`src/rtl/pool_window_ctrl_if.sv`:
```
// rtl/pool_window_ctrl_if.sv - request, feature-memory read and window-flag signals of pool_window_ctrl
// master is the sequencer side; slave is the layer controller / memory / pooling side.
interface pool_window_ctrl_if #(
  parameter int AWIDTH = 10,
  parameter int OWIDTH = 6
);
  logic              req;
  logic [AWIDTH-1:0] base_addr;
  logic              ack;
  logic              read_en;
  logic [AWIDTH-1:0] read_addr;
  logic              buf_valid;
  logic [OWIDTH-1:0] out_addr;
  logic              done;

  modport master (
    input  req,
    input  base_addr,
    output ack,
    output read_en,
    output read_addr,
    output buf_valid,
    output out_addr,
    output done
  );

  modport slave (
    output req,
    output base_addr,
    input  ack,
    input  read_en,
    input  read_addr,
    input  buf_valid,
    input  out_addr,
    input  done
  );
endinterface

```
`src/rtl/pool_window_ctrl.sv`:
```
// rtl/pool_window_ctrl.sv - streams an FSIZE x FSIZE map into the 2x2 line buffer and flags stride-2 windows
// Window flags come only from the load counters, so stale line-buffer contents are never flagged.
module pool_window_ctrl #(
  parameter int FSIZE  = 12,
  parameter int AWIDTH = 10,
  parameter int OWIDTH = 6
) (
  input  logic                clk,
  input  logic                xrst,
  pool_window_ctrl_if.master  bus
);

  localparam int NPIX = FSIZE * FSIZE;
  localparam int IW   = (NPIX > 1) ? $clog2(NPIX) : 1;
  localparam int CW   = (FSIZE > 1) ? $clog2(FSIZE) : 1;

  typedef enum logic [1:0] {
    S_IDLE  = 2'd0,
    S_READ  = 2'd1,
    S_DRAIN = 2'd2,
    S_DONE  = 2'd3
  } state_t;

  state_t            r_state;
  state_t            w_state_nxt;
  logic [AWIDTH-1:0] r_base;
  logic [IW-1:0]     r_idx;
  logic              r_drain;
  logic              r_en_d1;
  logic              r_en_d2;
  logic [CW-1:0]     r_row;
  logic [CW-1:0]     r_col;
  logic [CW-1:0]     w_row_nxt;
  logic [CW-1:0]     w_col_nxt;
  logic              r_buf_valid;
  logic [OWIDTH-1:0] r_out_addr;
  logic              w_ack;
  logic              w_read_en;
  logic              w_done;
  logic              w_accept;
  logic              w_last_rd;

  assign w_accept  = w_ack & bus.req;
  assign w_last_rd = (r_idx == IW'(NPIX - 1));

  always_ff @(posedge clk or negedge xrst) begin
    if (!xrst) begin
      r_state <= S_IDLE;
    end else begin
      r_state <= w_state_nxt;
    end
  end

  always_comb begin
    w_state_nxt = r_state;
    w_ack       = 1'b0;
    w_read_en   = 1'b0;
    w_done      = 1'b0;
    case (r_state)
      S_IDLE: begin
        w_ack = 1'b1;
        if (bus.req) begin
          w_state_nxt = S_READ;
        end
      end
      S_READ: begin
        w_read_en = 1'b1;
        if (w_last_rd) begin
          w_state_nxt = S_DRAIN;
        end
      end
      S_DRAIN: begin
        if (r_drain) begin
          w_state_nxt = S_DONE;
        end
      end
      S_DONE: begin
        w_done      = 1'b1;
        w_state_nxt = S_IDLE;
      end
      default: w_state_nxt = S_IDLE;
    endcase
  end

  // r_drain marks the second DRAIN cycle
  always_ff @(posedge clk or negedge xrst) begin
    if (!xrst) begin
      r_base  <= '0;
      r_idx   <= '0;
      r_drain <= 1'b0;
    end else begin
      if (w_accept) begin
        r_base <= bus.base_addr;
        r_idx  <= '0;
      end else if (w_read_en) begin
        r_idx <= r_idx + IW'(1);
      end
      r_drain <= (r_state == S_DRAIN) ? ~r_drain : 1'b0;
    end
  end

  // Position of the pixel landing in the buffer this cycle, applied on the second delayed strobe
  always_comb begin
    w_row_nxt = r_row;
    w_col_nxt = r_col;
    if (r_en_d2) begin
      if (r_col == CW'(FSIZE - 1)) begin
        w_col_nxt = '0;
        w_row_nxt = (r_row == CW'(FSIZE - 1)) ? '0 : r_row + CW'(1);
      end else begin
        w_col_nxt = r_col + CW'(1);
      end
    end
  end

  // w_*_nxt during the bus cycle is the coordinate of the pixel on the bus, so the
  // registered flag rises exactly when that pixel becomes the newest one in the buffer.
  always_ff @(posedge clk or negedge xrst) begin
    if (!xrst) begin
      r_en_d1     <= 1'b0;
      r_en_d2     <= 1'b0;
      r_row       <= '0;
      r_col       <= '0;
      r_buf_valid <= 1'b0;
      r_out_addr  <= '0;
    end else begin
      r_en_d1     <= w_read_en;
      r_en_d2     <= r_en_d1;
      r_buf_valid <= r_en_d1 & w_row_nxt[0] & w_col_nxt[0];
      if (w_accept) begin
        r_row      <= '0;
        r_col      <= '0;
        r_out_addr <= '0;
      end else begin
        r_row <= w_row_nxt;
        r_col <= w_col_nxt;
        if (r_buf_valid) begin
          r_out_addr <= r_out_addr + OWIDTH'(1);
        end
      end
    end
  end

  assign bus.ack       = w_ack;
  assign bus.read_en   = w_read_en;
  assign bus.read_addr = r_base + AWIDTH'(r_idx);
  assign bus.buf_valid = r_buf_valid;
  assign bus.out_addr  = r_out_addr;
  assign bus.done      = w_done;

endmodule

```
`src/flat_wrapper.sv`:
```
// flat-port wrapper written by rule: the top's interface ports become plain ports
module pool_window_ctrl_flat 
#(
  parameter int FSIZE  = 12,
  parameter int AWIDTH = 10,
  parameter int OWIDTH = 6
)
  (clk, xrst, bus_req, bus_base_addr, bus_ack, bus_read_en, bus_read_addr, bus_buf_valid, bus_out_addr, bus_done);
  pool_window_ctrl_if #(.AWIDTH(AWIDTH), .OWIDTH(OWIDTH)) bus_i ();
  input  logic clk;
  input  logic xrst;
  input wire logic [$bits(bus_i.req)-1:0] bus_req;
  input wire logic [$bits(bus_i.base_addr)-1:0] bus_base_addr;
  output wire logic [$bits(bus_i.ack)-1:0] bus_ack;
  output wire logic [$bits(bus_i.read_en)-1:0] bus_read_en;
  output wire logic [$bits(bus_i.read_addr)-1:0] bus_read_addr;
  output wire logic [$bits(bus_i.buf_valid)-1:0] bus_buf_valid;
  output wire logic [$bits(bus_i.out_addr)-1:0] bus_out_addr;
  output wire logic [$bits(bus_i.done)-1:0] bus_done;
  assign bus_i.req = bus_req;
  assign bus_i.base_addr = bus_base_addr;
  assign bus_ack = bus_i.ack;
  assign bus_read_en = bus_i.read_en;
  assign bus_read_addr = bus_i.read_addr;
  assign bus_buf_valid = bus_i.buf_valid;
  assign bus_out_addr = bus_i.out_addr;
  assign bus_done = bus_i.done;
  pool_window_ctrl #(.FSIZE(FSIZE), .AWIDTH(AWIDTH), .OWIDTH(OWIDTH)) u_core (.clk(clk), .xrst(xrst), .bus(bus_i));
endmodule
```
`config.mk`:
```
export PLATFORM = sky130hd
export DESIGN_NAME = pool_window_ctrl_flat
export DESIGN_NICKNAME = d
export VERILOG_FILES = /design/src/rtl/pool_window_ctrl_if.sv /design/src/rtl/pool_window_ctrl.sv /design/src/flat_wrapper.sv
export SDC_FILE = /design/constraint.sdc
export NUM_CORES = 1
export LEC_CHECK = 0
export CAP_MARGIN = 25
export CORE_MARGIN = 3
export CORE_UTILIZATION = 58
export CTS_CLUSTER_DIAMETER = 100
export DETAILED_ROUTE_END_ITERATION = 16
export PLACE_DENSITY_LB_ADDON = 0.2
export RECOVER_POWER = 100
export SLEW_MARGIN = 20
export SYNTH_ARGS = -nofsm -noshare
export SYNTH_HDL_FRONTEND = slang
export SYNTH_SLANG_ARGS = --single-unit
```
`constraint.sdc`:
```
create_clock -name clk -period 5.3 [get_ports clk]
set_clock_uncertainty 0.2 [all_clocks]
set_input_delay 0.795 -clock clk [delete_from_list [all_inputs] [get_ports clk]]
set_output_delay 0.795 -clock clk [all_outputs]
set_load 0.005 [all_outputs]
```
==> results by group, run 1 <==
Synthesis
  • Synth unique cells: 42
  • Syn avg cell area: 10.1 um2
  • FFs w/ async S/R, synth: 100%
  • Sequential share of the synthesized area: 44.3%
  • Cell count after synthesis: roughly 210
  • Post-synth EDFFs: 0
  • Syn nets: between 200 and 250
  • Largest family of logic cells by synthesized area: simple AND/OR/NAND/NOR gates
  • Synth Area in XOR/XNOR: 5.71%
  • Flops & latches, synth: 38
  • Mapped cell area: 2150 um2
  • Top cells by area, synth: dfrtp_1 (44%), ha_1 (9.3%), mux2_2 (4.7%)
  • Complex-gate fraction of the synthesized area: ~11%
  • Synth Area in Simple Gates: 16.2%
  • Most frequent cell after synthesis: dfrtp_1
  • Synth top area share: 44.3%
  • Main synth FF type: dfrtp_1
  • Ys Warns: 0
  • Area leader, netlist: dfrtp_1
  • Mux share of post-synthesis cell area: 8.68%
  • Most frequent cells after synthesis: dfrtp_1 (38), nor2_1 (26), ha_1 (16)
  • Area share of fa/ha/maj cells after synthesis: 10.3%

Placement
  • HPWL after detailed placement: roughly 2800 um
  • Gpl congestion: approximately 0.82
  • Port bufs: 32

Setup path
  • Worst Setup End Kind: primary output
  • WP data arrival: ~2700 ps
  • Startpoint Class: register
  • Reg-to-reg endpoint: u_core.r_idx[3]
  • Setup CP Type: register to primary output
  • Crit Reg-Reg Startpoint: u_core.r_state[0]
  • Crit-path max FO: 6
  • R2r setup slk: 2630 ps
  • FF-to-FF path depth: 5
  • Req. time, crit path: ~4300 ps

Floorplan
  • Full die area: 4470 um2
  • Core area: 3440 um2
  • Die H: around 67 um
  • Num ports: 33
  • Die X: between 60 and 70 um
  • Cell Rows: 21
  • Initial Util: 62.4%

STA
  • Fin. Hold Viols: 0
  • Post-route clock period utilization: between 60% and 70%
  • Hold Slack: 190 ps
  • Pins over their slew limit: 39
  • Max Fclk: 274 MHz
  • Final setup vio count: 0
  • Relative slew slack: -33.5%
  • Worst Max-Slew Pin Slew: 2000 ps
  • Unrepaired setup endpoints after global routing: no
  • Setup TNS Final: 0 ps
  • Fin crit period: 3640 ps

Cells and area
  • # fillers: roughly 260
  • Layout area overhead: 20.2%
  • Layout Nets: around 280
  • Layout cell share with drive strength beyond 1: 8.10%
  • Util after Layout: 75.0%
  • Ant. Diodes: 0

Detailed routing
  • Drc violations: 0
  • Wirelength per Cell: 13.9 um
  • Pre-Repair DR Iteration Count: 4
  • DRT antenna net count: 0
  • Via-per-instance ratio: 5.54
  • Routed wire length: just over 4000 um
  • Iteration-0 DRC Markers: 97
  • DR vias: ~1.6k

Clock tree
  • Clk root buf: clkbuf_8
  • Number of buffers created by CTS: 5
  • Max H-tree Level: 2
  • Clock Tree Buf Depth: 2
  • Hold buffer count at CTS: 0
  • TritonCTS Sinks: 38
  • Clock Latency Late Sink: 290 ps
  • Clk slew on worst S/H paths: 80 ps
  • Post-CTS Resized: 0
  • CTS tree: yes
  • # Post-CTS Setup Buffers: 0

Global routing
  • Largest net degree at the start of global routing: 39
  • Initial antenna violation count: 0
  • All-layer global routing usage: approximately 21%
  • Global route overflow: 0
  • Number of global-route vias before repair: roughly 1.6k
  • First-pass GRT wire length: 6970 um

Min path
  • Hold Path Sink: u_core.r_en_d2
  • Worst Hold Class: register to register
  • Hold depth: 0
  • Hold_sp: u_core.r_en_d1

Pwr
  • Post-layout power: 0.510 mW
  • Power per cell area: 198 nW/um2
  • Static leakage: 1.20 nW
  • Peak VDD IR: approximately 150 uV

Run status
  • Failing checks: capacitance limit, slew limit
  • Outcome: complete, but fails checks

Job
  • Max Cap Viol: 1
[per-layer routing]
layer | share of wire [%] | vias up | GRT usage [%]
li1 | - | 812 | -
met1 | 48 | 778 | 27.1
met2 | 48 | 28 | 32.3
met3 | 3.3 | 4 | 5.73
met4 | 0.84 | 0 | 7.11
met5 | 0 | - | 0
[final cells by class]
type / count / area, um2 / area share [%]
Multi-Input combinational cell: 155 / 1110 / 43.0
Inverter: 13 / 48.8 / 1.89
Clock buffer: 6 / 82.6 / 3.20
Timing Repair Buffer: 33 / 318 / 12.3
Clock inverter: 2 / 12.5 / 0.485
Tap cell: 46 / 57.6 / 2.23
Sequential cell: 38 / 951 / 36.9
[cell families (layout without fill, tap and decap cells)]
group / count (synthesis) / after routing
DFF: 38 / 38
buffers and inverters: 19 / 54
muxes: 17 / 17
xor gates and xnor gates: 14 / 14
and+or+nand+nor: 69 / 69
AOI/OAI and AO/OA: 38 / 38
adders and majority gates: 17 / 17
[worst max-delay path by stage]
stage                         start          endpoint  slack [ps]  cells past startpoint
global placement    u_core.r_idx[4]  bus_read_addr[9]        2090                      6
CTS                 u_core.r_idx[4]  bus_read_addr[9]        1700                      6
detailed placement  u_core.r_idx[4]  bus_read_addr[9]        2020                      6
finish              u_core.r_idx[4]  bus_read_addr[9]        1660                      6
floorplan           u_core.r_idx[4]  bus_read_addr[9]        2670                      5
global route        u_core.r_idx[4]  bus_read_addr[9]        1510                      6
[stage by stage]
step	instances	cell area [um2]	worst slack, ps
6_report	293	2580	1660
5_1_grt	293	2580	1510
4_1_cts	293	2590	1700
3_5_place_dp	285	2500	2020
3_3_place_gp	285	2500	2090
2_1_floorplan	212	2150	2670
[power by group]
group / leakage (nW) / switching (mW) / total (mW) / internal [mW]
Combinational: 0.677 / 0.00663 / 0.0137 / 0.00708
Sequential: 0.475 / 0 / 0.290 / 0.290
Clock: 0.0472 / 0.102 / 0.207 / 0.104
[flip-flops by register name (all words and copies together), names as in the netlist]
signal	cells
u_core.r_drain	1
u_core.r_row	4
u_core.r_idx	8
u_core.bus.out_addr	6
u_core.r_state	2
u_core.r_base	10
u_core.bus.buf_valid	1
u_core.r_en_d2	1
u_core.r_en_d1	1
u_core.r_col	4
[critical path, cell delays in order, from the launching register on]
cell,delay [ps]
dfrtp_1,430
ha_1,400
a21o_1,220
a31oi_1,310
nand2_1,150
a221oi_1,250
dlygate4sd3_1,600
[cells in the final DEF (no fill, tap or decap), drive strengths merged, types with 2 or more instances in the layout]
cell / netlist / routed
o21ai: 10 / 10
a31oi: 3 / 3
nand4: 6 / 6
nor2b: 3 / 3
nand2: 13 / 13
ha: 16 / 16
and3: 2 / 2
dlygate4sd3: 0 / 21
a211o: 2 / 2
a21oi: 12 / 12
clkbuf: 2 / 8
a311oi: 2 / 2
and2: 3 / 3
dfrtp: 38 / 38
mux2: 10 / 10
nor4: 2 / 2
nand4b: 3 / 3
xor2: 8 / 8
inv: 13 / 13
nand3: 4 / 4
xnor2: 6 / 6
nor2: 26 / 26
mux2i: 7 / 7
or3: 3 / 3
a21boi: 2 / 2
clkdlybuf4s50: 0 / 10
No activity file was read; power rests on OpenSTA's default activity.
==> run 2: changes to the inputs <==
CORE_UTILIZATION = 48   (was 58)
clock period = 3.15 ns   (was 5.3 ns; I/O delays follow)
==> results by group, run 2 (same netlist as run 1, synthesis figures left out) <==
Run status
  • Outcome: complete, but fails checks
  • Failing checks: capacitance limit, slew limit

Cells and area
  • Layout area overhead: 24.0%
  • Layout cell share with drive strength beyond 1: 10.4% (+2.3 points)
  • Max reg flops: 10 (unchanged)
  • Layout Nets: 279 (+1.1%)
  • Register with the most flip-flops: u_core.r_base
  • Ant. Diodes: 0 (unchanged)
  • Most frequent cells in the layout: dfrtp_1 (38), nor2_1 (26), dlygate4sd3_1 (15)
  • Commonest non-fill, non-tap cell in the layout: dfrtp_1
  • Util after Layout: 64.2% (-11 points)

Pwr
  • Peak VDD IR: 307 uV (+100%)
  • Power per cell area: 321 nW/um2 (+62%)
  • Static leakage: 1.22 nW (+2.0%)

Setup path
  • Crit Reg-Reg Startpoint: u_core.r_state[0]
  • Worst Setup End Kind: primary output
  • Crit path largest cell delay: 510 ps (-90 ps)
  • Startpoint Class: register
  • Crit-path slowest cell: clkdlybuf4s50_1
  • CP startpoint: u_core.r_idx[4]
  • WP data arrival: 2360 ps (-290 ps)
  • Largest delay contributor family on the critical path: buffers and inverters
  • Number of buffer and inverter stages on the critical path: 1 (unchanged)
  • Crit-path max FO: 6 (unchanged)
  • Crit path cell chain: ha_1, a21o_1, a31oi_4, nand2_1, xnor2_1, clkdlybuf4s50_1
  • Setup CP Type: register to primary output
  • Req. time, crit path: 2480 ps (-1820 ps)

Global routing
  • Initial antenna violation count: 0 (unchanged)
  • Busiest layer in global routing: met2
  • GR Util met1: 23.4% (-3.7 points)
  • Grt met2 use: 25.5% (-6.9 points)
  • All-layer global routing usage: 16.8% (-3.7 points)
  • Number of global-route vias before repair: 1549 (-2.0%)
  • First-pass GRT wire length: 7000 um (+0.39%)
  • Largest net degree at the start of global routing: 39 (unchanged)
  • Global route overflow: 0 (unchanged)
  • M3 GR Usage: 5.23% (-0.50 points)

STA
  • Final setup vio count: 0 (unchanged)
  • Fin. Hold Viols: 0 (unchanged)
  • Hold Slack: 178 ps (-11.7 ps)
  • Post-route clock period utilization: between 90% and 100%
  • Unrepaired setup endpoints after global routing: no
  • Relative slew slack: -32.9% (+0.59 points)
  • Setup TNS Final: 0 ps (unchanged)
  • Pins over their slew limit: 39 (unchanged)
  • Worst Max-Slew Pin Slew: 1990 ps (-8.83 ps)
  • Max Fclk: 329 MHz
  • Fin crit period: 3040 ps

Detailed routing
  • Pre-Repair DR Iteration Count: 4 (unchanged)
  • DRT antenna net count: 0 (unchanged)
  • Iteration-0 DRC Markers: 56 (-42%)
  • Wirelength per Cell: 13.3 um (-4.2%)
  • DR vias: 1625 (+0.18%)
  • Via-per-instance ratio: 5.42 (-2.2%)
  • Drc violations: 0 (unchanged)
  • Routed wire length: 3990 um (-1.9%)

Clock tree
  • Clock Tree Buf Depth: 2 (unchanged)
  • TritonCTS Sinks: 38 (unchanged)
  • Max H-tree Level: 2 (unchanged)
  • Clk slew on worst S/H paths: 70 ps (about the same)
  • Number of buffers created by CTS: 5 (unchanged)
  • Hold buffer count at CTS: 0 (unchanged)
  • CTS tree: yes
  • Clock Latency Late Sink: 290 ps (about the same)
  • Clk root buf: clkbuf_8

Placement
  • Port bufs: 32 (unchanged)
  • Gpl congestion: 0.848 (+3.0%)
  • HPWL after detailed placement: 2870 um (+0.92%)

Floorplan
  • Num ports: 33 (unchanged)
  • Die X: 72.9 um (+9.0%)
  • Cell Rows: 23 (+9.5%)
  • Initial Util: 51.8% (-11 points)
  • Core area: 4140 um2 (+20%)
  • Full die area: 5310 um2 (+19%)
  • Die H: 72.9 um (+9.0%)

Min path
  • Worst Hold Class: register to register
  • Hold_sp: u_core.r_en_d1

Job
  • Max Cap Viol: 1 (unchanged)
[run 2: worst register-to-register path, cell delays in order (launching register included)]
cell      delay (ps)
dfrtp_1          410
inv_1            110
ha_1             230
and2_0           760
clkbuf_1         520
nor2_1           110
[run 2: worst paths after layout]
check                                         end  slack (ps)  cells past startpoint
min in group asynchronous        u_core.r_base[8]         530                      1
hold / removal                     u_core.r_en_d2         180                      0
max in group asynchronous  u_core.bus.out_addr[2]        1070                      1
hold reg to reg                    u_core.r_en_d2         180                      0
setup reg to reg                  u_core.r_col[2]         670                      5
setup / recovery                 bus_read_addr[5]         110                      6
[run 2: per-layer routing]
metal / vias up / wire, um
met1: 760 / 2000
met4: 0 / 44
met5: - / 0
met2: 33 / 1760
met3: 6 / 183
li1: 826 / -
[run 2: report_power, final]
group | switching (mW) | total (mW) | internal (mW)
logic | 0.0110 | 0.0232 | 0.0121
clock network | 0.167 | 0.344 | 0.177
registers | 0 | 0.488 | 0.488
[run 2: final cells by class]
| cell class | instances | area (um2) |
|---|---|---|
| Fill cell | 358 | 1480 |
| Multi-Input combinational cell | 155 | 1170 |
| Sequential cell | 38 | 951 |
| Timing Repair Buffer | 36 | 334 |
| Clock buffer | 7 | 86.3 |
| Tap cell | 50 | 62.6 |
| Inverter | 13 | 48.8 |
| Clock inverter | 1 | 5.00 |
[run 2: repair_timing]
item / in CTS / in global routing
buffers inserted: 1 / 0
endpoints found under the setup margin: 3 / 4
resized for setup: 3 / 14
pin swaps: 0 / 3
[run 2: stage by stage]
step	total power, mW	worst slack (ps)	instance area (um2)	instances
CTS	0.867	6.11	2630	300
detailed placement	0.522	181	2520	291
finish	0.855	114	2660	300
global route	0.889	3.30	2660	300
global placement	0.521	257	2520	291
floorplan	0.498	843	2150	212
